`config.mk`:
```
export PLATFORM = sky130hd
export DESIGN_NAME = regfile_write_arbiter
export DESIGN_NICKNAME = d
export VERILOG_FILES = /design/src/rtl/regfile_pkg.sv /design/src/rtl/rr_priority_pick.sv /design/src/rtl/regfile_write_arbiter.sv
export SDC_FILE = /design/constraint.sdc
export NUM_CORES = 1
export LEC_CHECK = 0
export CELL_PAD_IN_SITES_DETAIL_PLACEMENT = 1
export CELL_PAD_IN_SITES_GLOBAL_PLACEMENT = 2
export CORE_UTILIZATION = 21
export CTS_CLUSTER_SIZE = 30
export DETAILED_ROUTE_END_ITERATION = 12
export GPL_ROUTABILITY_DRIVEN = 0
export PLACE_DENSITY = 0.85
export SYNTH_ARGS = -nofsm -noshare
export SYNTH_HDL_FRONTEND = slang
export SYNTH_SLANG_ARGS = --single-unit
```
`constraint.sdc`:
```
create_clock -name clock -period 2.92 [get_ports clock]
set_clock_uncertainty 0.15 [all_clocks]
set_input_delay 0.438 -clock clock [delete_from_list [all_inputs] [get_ports clock]]
set_output_delay 0.438 -clock clock [all_outputs]
set_load 0.02 [all_outputs]
```
`src/rtl/regfile_pkg.sv`:
```
// Shared register-file constants for the writeback path.
package regfile_pkg;

  localparam int unsigned REG_AW    = 5;
  localparam int unsigned DATA_W    = 32;
  localparam int unsigned REG_COUNT = 32;
  localparam logic [REG_AW-1:0] ZERO_REG = 5'd0;

endpackage

```
`src/rtl/rr_priority_pick.sv`:
```
// Combinational rotating-priority picker: first set request at or after i_ptr, wrapping at N-1.
module rr_priority_pick #(
  parameter  int unsigned N  = 3,
  localparam int unsigned PW = (N > 1) ? $clog2(N) : 1
) (
  input  logic [N-1:0]  i_req,
  input  logic [PW-1:0] i_ptr,
  output logic [N-1:0]  o_grant,
  output logic [PW-1:0] o_idx,
  output logic          o_any
);

  logic [PW-1:0] w_pos;
  logic          w_found;

  always_comb begin
    o_grant = '0;
    o_idx   = '0;
    w_found = 1'b0;
    w_pos   = i_ptr;
    for (int k = 0; k < int'(N); k++) begin
      if (!w_found && i_req[w_pos]) begin
        w_found        = 1'b1;
        o_idx          = w_pos;
        o_grant[w_pos] = 1'b1;
      end
      // Wrap at N-1 explicitly; N need not be a power of two.
      w_pos = (w_pos == PW'(N - 1)) ? '0 : w_pos + 1'b1;
    end
    o_any = w_found;
  end

endmodule

```
`src/rtl/regfile_write_arbiter.sv`:
```
// Round-robin arbiter sharing the regfile write port, with one registered issue stage.
module regfile_write_arbiter #(
  parameter  int unsigned NUM_REQ = 3,
  parameter  int unsigned REG_AW  = regfile_pkg::REG_AW,
  parameter  int unsigned DATA_W  = regfile_pkg::DATA_W,
  localparam int unsigned PW      = (NUM_REQ > 1) ? $clog2(NUM_REQ) : 1
) (
  input  logic                      clock,
  input  logic                      reset_n,
  input  logic [NUM_REQ-1:0]        req_valid,
  input  logic [NUM_REQ*REG_AW-1:0] req_reg,
  input  logic [NUM_REQ*DATA_W-1:0] req_data,
  output logic [NUM_REQ-1:0]        req_ready,
  input  logic                      wr_hold,
  output logic                      ctrl_writeEnable,
  output logic [REG_AW-1:0]         ctrl_writeReg,
  output logic [DATA_W-1:0]         data_writeReg,
  output logic [NUM_REQ-1:0]        issue_grant,
  output logic [7:0]                drop_count
);
  import regfile_pkg::*;

  logic [PW-1:0]      r_rr_ptr;
  logic               r_we;
  logic [REG_AW-1:0]  r_wreg;
  logic [DATA_W-1:0]  r_wdata;
  logic [NUM_REQ-1:0] r_grant;
  logic [7:0]         r_drop_count;

  logic [NUM_REQ-1:0] w_req;
  logic [NUM_REQ-1:0] w_grant;
  logic [PW-1:0]      w_idx;
  logic               w_any;
  logic               w_accept;
  logic [REG_AW-1:0]  w_sel_reg;
  logic [DATA_W-1:0]  w_sel_data;
  logic [PW-1:0]      w_ptr_next;

  // Nothing is offered while in reset or stalled.
  assign w_req = (reset_n && !wr_hold) ? req_valid : '0;

  rr_priority_pick #(
    .N (NUM_REQ)
  ) u_pick (
    .i_req   (w_req),
    .i_ptr   (r_rr_ptr),
    .o_grant (w_grant),
    .o_idx   (w_idx),
    .o_any   (w_any)
  );

  assign req_ready = w_grant;
  assign w_accept  = w_any && |(req_valid & w_grant);

  // One-hot AND-OR mux of the winning requester's index and data.
  always_comb begin
    w_sel_reg  = '0;
    w_sel_data = '0;
    for (int i = 0; i < int'(NUM_REQ); i++) begin
      if (w_grant[i]) begin
        w_sel_reg  = w_sel_reg | req_reg[i*REG_AW +: REG_AW];
        w_sel_data = w_sel_data | req_data[i*DATA_W +: DATA_W];
      end
    end
  end

  assign w_ptr_next = (w_idx == PW'(NUM_REQ - 1)) ? '0 : w_idx + 1'b1;

  always_ff @(posedge clock or negedge reset_n) begin
    if (!reset_n) begin
      r_rr_ptr     <= '0;
      r_we         <= 1'b0;
      r_wreg       <= '0;
      r_wdata      <= '0;
      r_grant      <= '0;
      r_drop_count <= '0;
    end else if (w_accept) begin
      r_rr_ptr <= w_ptr_next;
      if (w_sel_reg != REG_AW'(ZERO_REG)) begin
        r_we    <= 1'b1;
        r_wreg  <= w_sel_reg;
        r_wdata <= w_sel_data;
        r_grant <= w_grant;
      end else begin
        r_we         <= 1'b0;
        r_grant      <= '0;
        r_drop_count <= r_drop_count + 8'd1;
      end
    end else begin
      r_we    <= 1'b0;
      r_grant <= '0;
    end
  end

  assign ctrl_writeEnable = r_we;
  assign ctrl_writeReg    = r_wreg;
  assign data_writeReg    = r_wdata;
  assign issue_grant      = r_grant;
  assign drop_count       = r_drop_count;

endmodule

```
After elaboration in Yosys (flattened, before gate mapping)
Cells that the tools add are included.
{ "word_totals": {"regBits": 51, "output_inout_bits": 52, "elab_cells": 76} }
{ "op_classes": {"addsub": 4, "n_lt_le_gt_ge": 6, "n_eq_ne": 3, "muxes": 35, "bitwise": 8, "reduce_logical": 14} }
{ "op_table": {"columns": ["op", "count"], "rows": [
  ["2-to-1 mux 32 bit", 3],
  ["OR 32 bit", 2],
  ["2-to-1 mux 3 bit", 6],
  ["2-to-1 mux 5 bit", 3],
  ["2-to-1 mux 2 bit", 6],
  ["2-to-1 mux 1 bit", 11],
  ["OR 5 bit", 2],
  ["< comparator 2 x 3 -> 1 bit (second input constant)", 3],
  ["adder 8 x 1 -> 8 bit (second input constant)", 1],
  ["logical AND 1 bit", 7],
  ["adder 2 x 1 -> 2 bit (second input constant)", 3],
  ["binary-select mux 1 bit (select 2 bit)", 3],
  ["demux 1 bit (select 2 bit)", 3],
  ["== test 2 bit (second input constant)", 3],
  [">= comparator 2 x 1 -> 1 bit (second input constant)", 3],
  ["OR 3 bit", 2],
  ["nonzero test 5 bit", 1],
  ["AND reduction 2 bit", 2],
  ["AND 3 bit", 1],
  ["zero test 1 bit", 3],
  ["OR reduction 3 bit", 1],
  ["inverter 1 bit", 1]
]} }

Logic depth before layout (Yosys ltp)
{ "logic_depth": {"word_depth": 20, "mapped_depth": 9, "mapped_depth_nobuf": 6} }

Modules after synthesis
A second synthesis with hierarchy kept.
{ "unflattened": {"hier_cells": 234, "area_unflattened_um2": 2593.7} }
{ "modules_own_cells": {"columns": ["mod", "n_inst", "cells_each", "area_per_inst_um2"], "rows": [
  ["regfile_write_arbiter", 1, 220, 2506.2],
  ["rr_priority_pick", 1, 14, 87.6]
]} }

Least setup slack after synthesis
No wires, ideal clock.
{ "synth_timing": {"path_kind": "register to register", "startpoint": "register r_rr_ptr[1]", "endpoint": "register r_drop_count[1], in the netlist drop_count[1]", "setup_ns": 0.125, "arrival_ns": 1.954, "required_ns": 2.645, "path_slack_ns": 0.692, "path_stages_with_launch": 9, "period_less_slack_ns": 2.228, "path_cell_list": "dfrtp_1 -> buf_4 -> nand2b_4 -> o221ai_4 -> inv_2 -> a22o_1 -> buf_4 -> nor4b_4 -> mux2_2"} }
{ "synth_between": {"elab_chain_cells": 18} }
{ "synth_rtl": {"columns": ["element", "line_no", "source"], "rows": [
  ["start: declaration", "regfile_write_arbiter.sv:23", "logic [PW-1:0] r_rr_ptr;"],
  ["start signal: assignment", "regfile_write_arbiter.sv:78", "r_rr_ptr <= w_ptr_next;"],
  ["adder 2 x 1 -> 2 bit / == test 2 bit (equally long branches)", "rr_priority_pick.sv:28", "w_pos = (w_pos == PW'(N - 1)) ? '0 : w_pos + 1'b1;"],
  ["2-to-1 mux 2 bit", "rr_priority_pick.sv:28", null],
  ["adder 2 x 1 -> 2 bit, or another cell as far along", "rr_priority_pick.sv:28", null],
  ["2-to-1 mux 2 bit / logical AND 1 bit (equally long branches)", "rr_priority_pick.sv:28, rr_priority_pick.sv:25", null],
  ["< comparator 2 x 3 -> 1 bit (implied by the code), or another cell as far along", "rr_priority_pick.sv:25", "o_grant[w_pos] = 1'b1;"],
  ["logical AND 1 bit (implied by the code) / demux 1 bit (select 2 bit) (equally long branches)", null, null],
  ["2-to-1 mux 1 bit (implied by the code) / OR 3 bit (equally long branches)", null, null],
  ["demux 1 bit (select 2 bit) / 2-to-1 mux 3 bit (equally long branches)", null, null],
  ["(+2 left out)", null, null],
  ["2-to-1 mux 5 bit", "regfile_write_arbiter.sv:60", "if (w_grant[i]) begin"],
  ["OR 5 bit", "regfile_write_arbiter.sv:61", "w_sel_reg = w_sel_reg | req_reg[i*REG_AW +: REG_AW];"],
  ["2-to-1 mux 5 bit", "regfile_write_arbiter.sv:60", null],
  ["OR 5 bit", "regfile_write_arbiter.sv:61", null],
  ["2-to-1 mux 5 bit", "regfile_write_arbiter.sv:60", null],
  ["nonzero test 5 bit", "regfile_write_arbiter.sv:79", "if (w_sel_reg != REG_AW'(ZERO_REG)) begin"],
  ["inverter 1 bit (no line)", null, null],
  ["AND reduction 2 bit (no line) (*)", null, null],
  ["end signal: assignment", "regfile_write_arbiter.sv:87", "r_drop_count <= r_drop_count + 8'd1;"],
  ["end: declaration", "regfile_write_arbiter.sv:28", "logic [7:0] r_drop_count;"]
]} }
Mark *: on every way between the ends. The rest lies on a longest branch, timed or not. The select of a mux whose other input is x is not followed.
A chain may end at the register's enable or synchronous reset.

Worst setup path in the final report
{ "layout_timing": {"startpoint": "input port req_valid[0]", "endpoint": "output port req_ready[0]"} }
{ "layout_between": {"elab_chain_cells": 10} }
{ "layout_rtl": {"columns": ["element", "line_no", "source"], "rows": [
  ["start: declaration", "regfile_write_arbiter.sv:10", "input logic [NUM_REQ-1:0] req_valid,"],
  ["2-to-1 mux 3 bit (*)", "regfile_write_arbiter.sv:40", "assign w_req = (reset_n && !wr_hold) ? req_valid : '0;"],
  ["binary-select mux 1 bit (select 2 bit)", "rr_priority_pick.sv:22", "if (!w_found && i_req[w_pos]) begin"],
  ["2-to-1 mux 1 bit (implied by the code)", "rr_priority_pick.sv:22", null],
  ["2-to-1 mux 1 bit", "rr_priority_pick.sv:22", null],
  ["zero test 1 bit", "rr_priority_pick.sv:22", null],
  ["logical AND 1 bit", "rr_priority_pick.sv:22", null],
  ["2-to-1 mux 1 bit", "rr_priority_pick.sv:22", null],
  ["zero test 1 bit", "rr_priority_pick.sv:22", null],
  ["logical AND 1 bit", "rr_priority_pick.sv:22", null],
  ["2-to-1 mux 3 bit (*)", "rr_priority_pick.sv:22", null],
  ["end: declaration", "regfile_write_arbiter.sv:13", "output logic [NUM_REQ-1:0] req_ready,"]
]} }
Marks and branches as above.

==> metrics.cfg <==
[cells_and_area]
drive_gt1_frac = 0.06863
syn_to_final_growth_pct = 74.89
fillers = 1417
diodes = 0
fin_nets = 526
layoutNonFillerInstCount = 580

[yosys]
synth_top_family_by_area = compound AO/OA/AOI/OAI gates
avgSynthCellArea_um2 = 11.42
synthMuxAreaShare = 0.1283
synth_compound_area_frac = 0.2009
synthSimpleGateAreaFrac = 0.08721
synth_edf_count = 0
postSynthCellCount = 240
synth_xor_area_frac = 0.02237
ys_types = 41
synth_warnings = 0
synthesis.area_um2 = 2740
synth_fa_ha_area_frac = 0.004566
synthFlopType = dfrtp_1
yosysSeqAreaShare = 0.4658
async_reset_ff_frac = 1.000
synth_nets = 358
ys_ff_latch = 51

[route]
firstDrtPassIters = 5
wl_um = 9971
drcViolationCount = 0
wire_per_inst_um = 17.19
ant_nets = 0
vias = 2688
via_per_inst = 4.634
drtIter0Drc = 166

[die]
fp.dieW_um = 116.2
rows = 41
coreArea_um2 = 12670
die_y_um = 116.2
io_pins = 169
start_util = 0.2163
dieArea_um2 = 13510

[status]
status = finished, final reports clean

[setup_path]
crit_type = input port to output pin
reg2reg_from = r_rr_ptr[1]
r2r_setup_slack_ps = 380
path_buf_inv = 3
cp_common_cell = clkdlybuf4s50_1
startpoint_type = input port
crit_chain = clkdlybuf4s50_1 > and3b_1 > o221ai_4 > inv_2 > clkdlybuf4s50_1
crit_slowest_cell = clkdlybuf4s50_1
r2r_end = data_writeReg[24]
rr_worst_depth = 7
worst_ep_required_time_ps = 2330
cp.arrival_ps = 2190
path_delay_family = buffers and inverters
slowest_delay_ps = 620
cp_max_fo = 5
timing.critical_path.to_type = output pin

[pwr]
power.leakage_nw = 2.063
power_density_nw_per_um2 = 654.1
p_total_mw = 3.135
ir_drop_uv = 258.3

[flow_run]
maxCapViolations = 0

[clock_network]
cts_made_buffers = 5
cts_resized = 0
clkLatencyLatePin_ps = 280
hold_buffers = 0
postCtsSetupBuffers = 0
cts_tree = done
cts_sinks = 51
cts_htree_levels = 2
cts_root_buf = clkbuf_16
clockBufferDepth = 2
clk_pin_slew_worst_paths_ps = 60

[place]
numPortBuffers = 168
dp_cells = 573
dp_hpwl_um = 7868

[grt]
grt_first_pass_wirelength_um = 14960
grt_pass1_vias = 2935
antenna_found_initial = 0
grt.total_usage = 0.1442
grt_overflow = 0
grt_max_degree = 39

[worst_hold_path]
hp-class = input port to asynchronous set/reset pin

[timing]
maxSlewViolCount = 0
worstMarginPinSlew_ps = 588.8
finalSetupViolations = 0
slew_headroom = 0.6074
fmax_mhz = 359.7
rsz0062_at_grt = false
hold_violations = 0
period_share = 0.9520
fin_crit_ps = 2780

synthesized netlist by cell type, types with 2 or more instances:
cell       instances  area, um^2
a21oi_1            3       15.01
a221o_1            4       40.04
a222oi_1          32       320.3
a22o_1             4       35.03
and3_1             2       12.51
and3b_1            3       26.28
buf_4              2       15.01
buf_6              4       45.04
clkbuf_1          10       37.54
dfrtp_1           51        1276
inv_1             37       138.9
mux2i_1           34       340.3
nand2_1            4       15.01
nand4_1            5       31.28
nor2_1             4       15.01
nor2b_1            2       12.51
nor3_1             2       10.01
nor4_1             6       37.54
o2111ai_1          2       17.52
o221ai_2           2       30.03
xor2_1             7       61.31
cell type report:
type                    instances  area (um^2)  share of cell area
inverters                      38        142.6             0.02977
repair buffers                179         1784              0.3723
well taps                     172        215.2             0.04491
multi-input cells             133         1215              0.2535
flip-flops and latches         51         1276              0.2663
clock buffers                   6        128.9             0.02689
clock inverters                 1        30.03            0.006266
logic make-up (layout without fill, tap and decap cells):
logic type      Yosys count  count (layout)
simple gates             34              34
mux                      35              35
compound gates           56              56
xor+xnor                  7               7
buf+inv                  56             224
flops                    51              51
fa+ha+maj                 1               1
layout by cell type, fill, tap and decap left out, types with 2 or more instances in the layout:
cell type	Yosys	final
clkdlybuf4s50_1	0	167
nor2_1	4	4
dfrtp_1	51	51
mux2i_1	34	34
a22o_1	4	4
inv_1	37	37
a221o_1	4	4
and3_1	2	2
buf_4	2	9
nor3_1	2	2
buf_12	0	2
a21oi_1	3	3
nor2b_1	2	2
clkbuf_16	0	5
and3b_1	3	3
nand2_1	4	4
xor2_1	7	7
o2111ai_1	2	2
nand4_1	5	5
a222oi_1	32	32
nor4_1	6	6
o221ai_2	2	2
where the power goes:
group          total, mW  internal (mW)  switching, mW
Sequential          1.08          0.905          0.172
Clock              0.650          0.400          0.249
Combinational       1.41          0.734          0.673
Total               3.13           2.04           1.09
sequential cells by signal (all words and copies together), names as in the netlist:
| register | count |
|---|---|
| data_writeReg | 32 |
| drop_count | 8 |
| ctrl_writeReg | 5 |
| issue_grant | 3 |
| r_rr_ptr | 2 |
| ctrl_writeEnable | 1 |
worst max path at each step:
stage / startpoint / endpoint / slack, ps / depth (start not counted)
after floorplan: r_rr_ptr[1] / drop_count[1] / 690 / 8
after global placement: req_valid[0] / ctrl_writeReg[0] / 110 / 8
after detailed placement: req_valid[2] / data_writeReg[24] / -80 / 8
after CTS: req_valid[1] / req_ready[1] / 110 / 4
after global routing: req_valid[1] / req_ready[1] / 60 / 4
final: req_valid[0] / req_ready[0] / 140 / 5
through the flow:
step	worst slack, ps	instance area, um^2	utilization	TNS (ps)	hold slack (ps)
6_report	140.2	4792	0.3782	0	42.73
3_5_place_dp	-84.99	4633	0.3657	-275.9	315.6
4_1_cts	108.5	4792	0.3782	0	41.44
2_1_floorplan	691.7	2740	-	0	-7.591
3_3_place_gp	106.1	4633	0.3657	0	318.7
5_1_grt	63.45	4792	0.3782	0	63.55
layer usage:
| layer | routed length [um] | vias up | track usage |
|---|---|---|---|
| met5 | 0 | - | 0 |
| met4 | 55 | 0 | 0.03333 |
| met3 | 622 | 2 | 0.03166 |
| met2 | 5315 | 95 | 0.2706 |
| met1 | 3977 | 1327 | 0.1652 |
| li1 | - | 1264 | - |
Power figures use the tool's default switching activity.
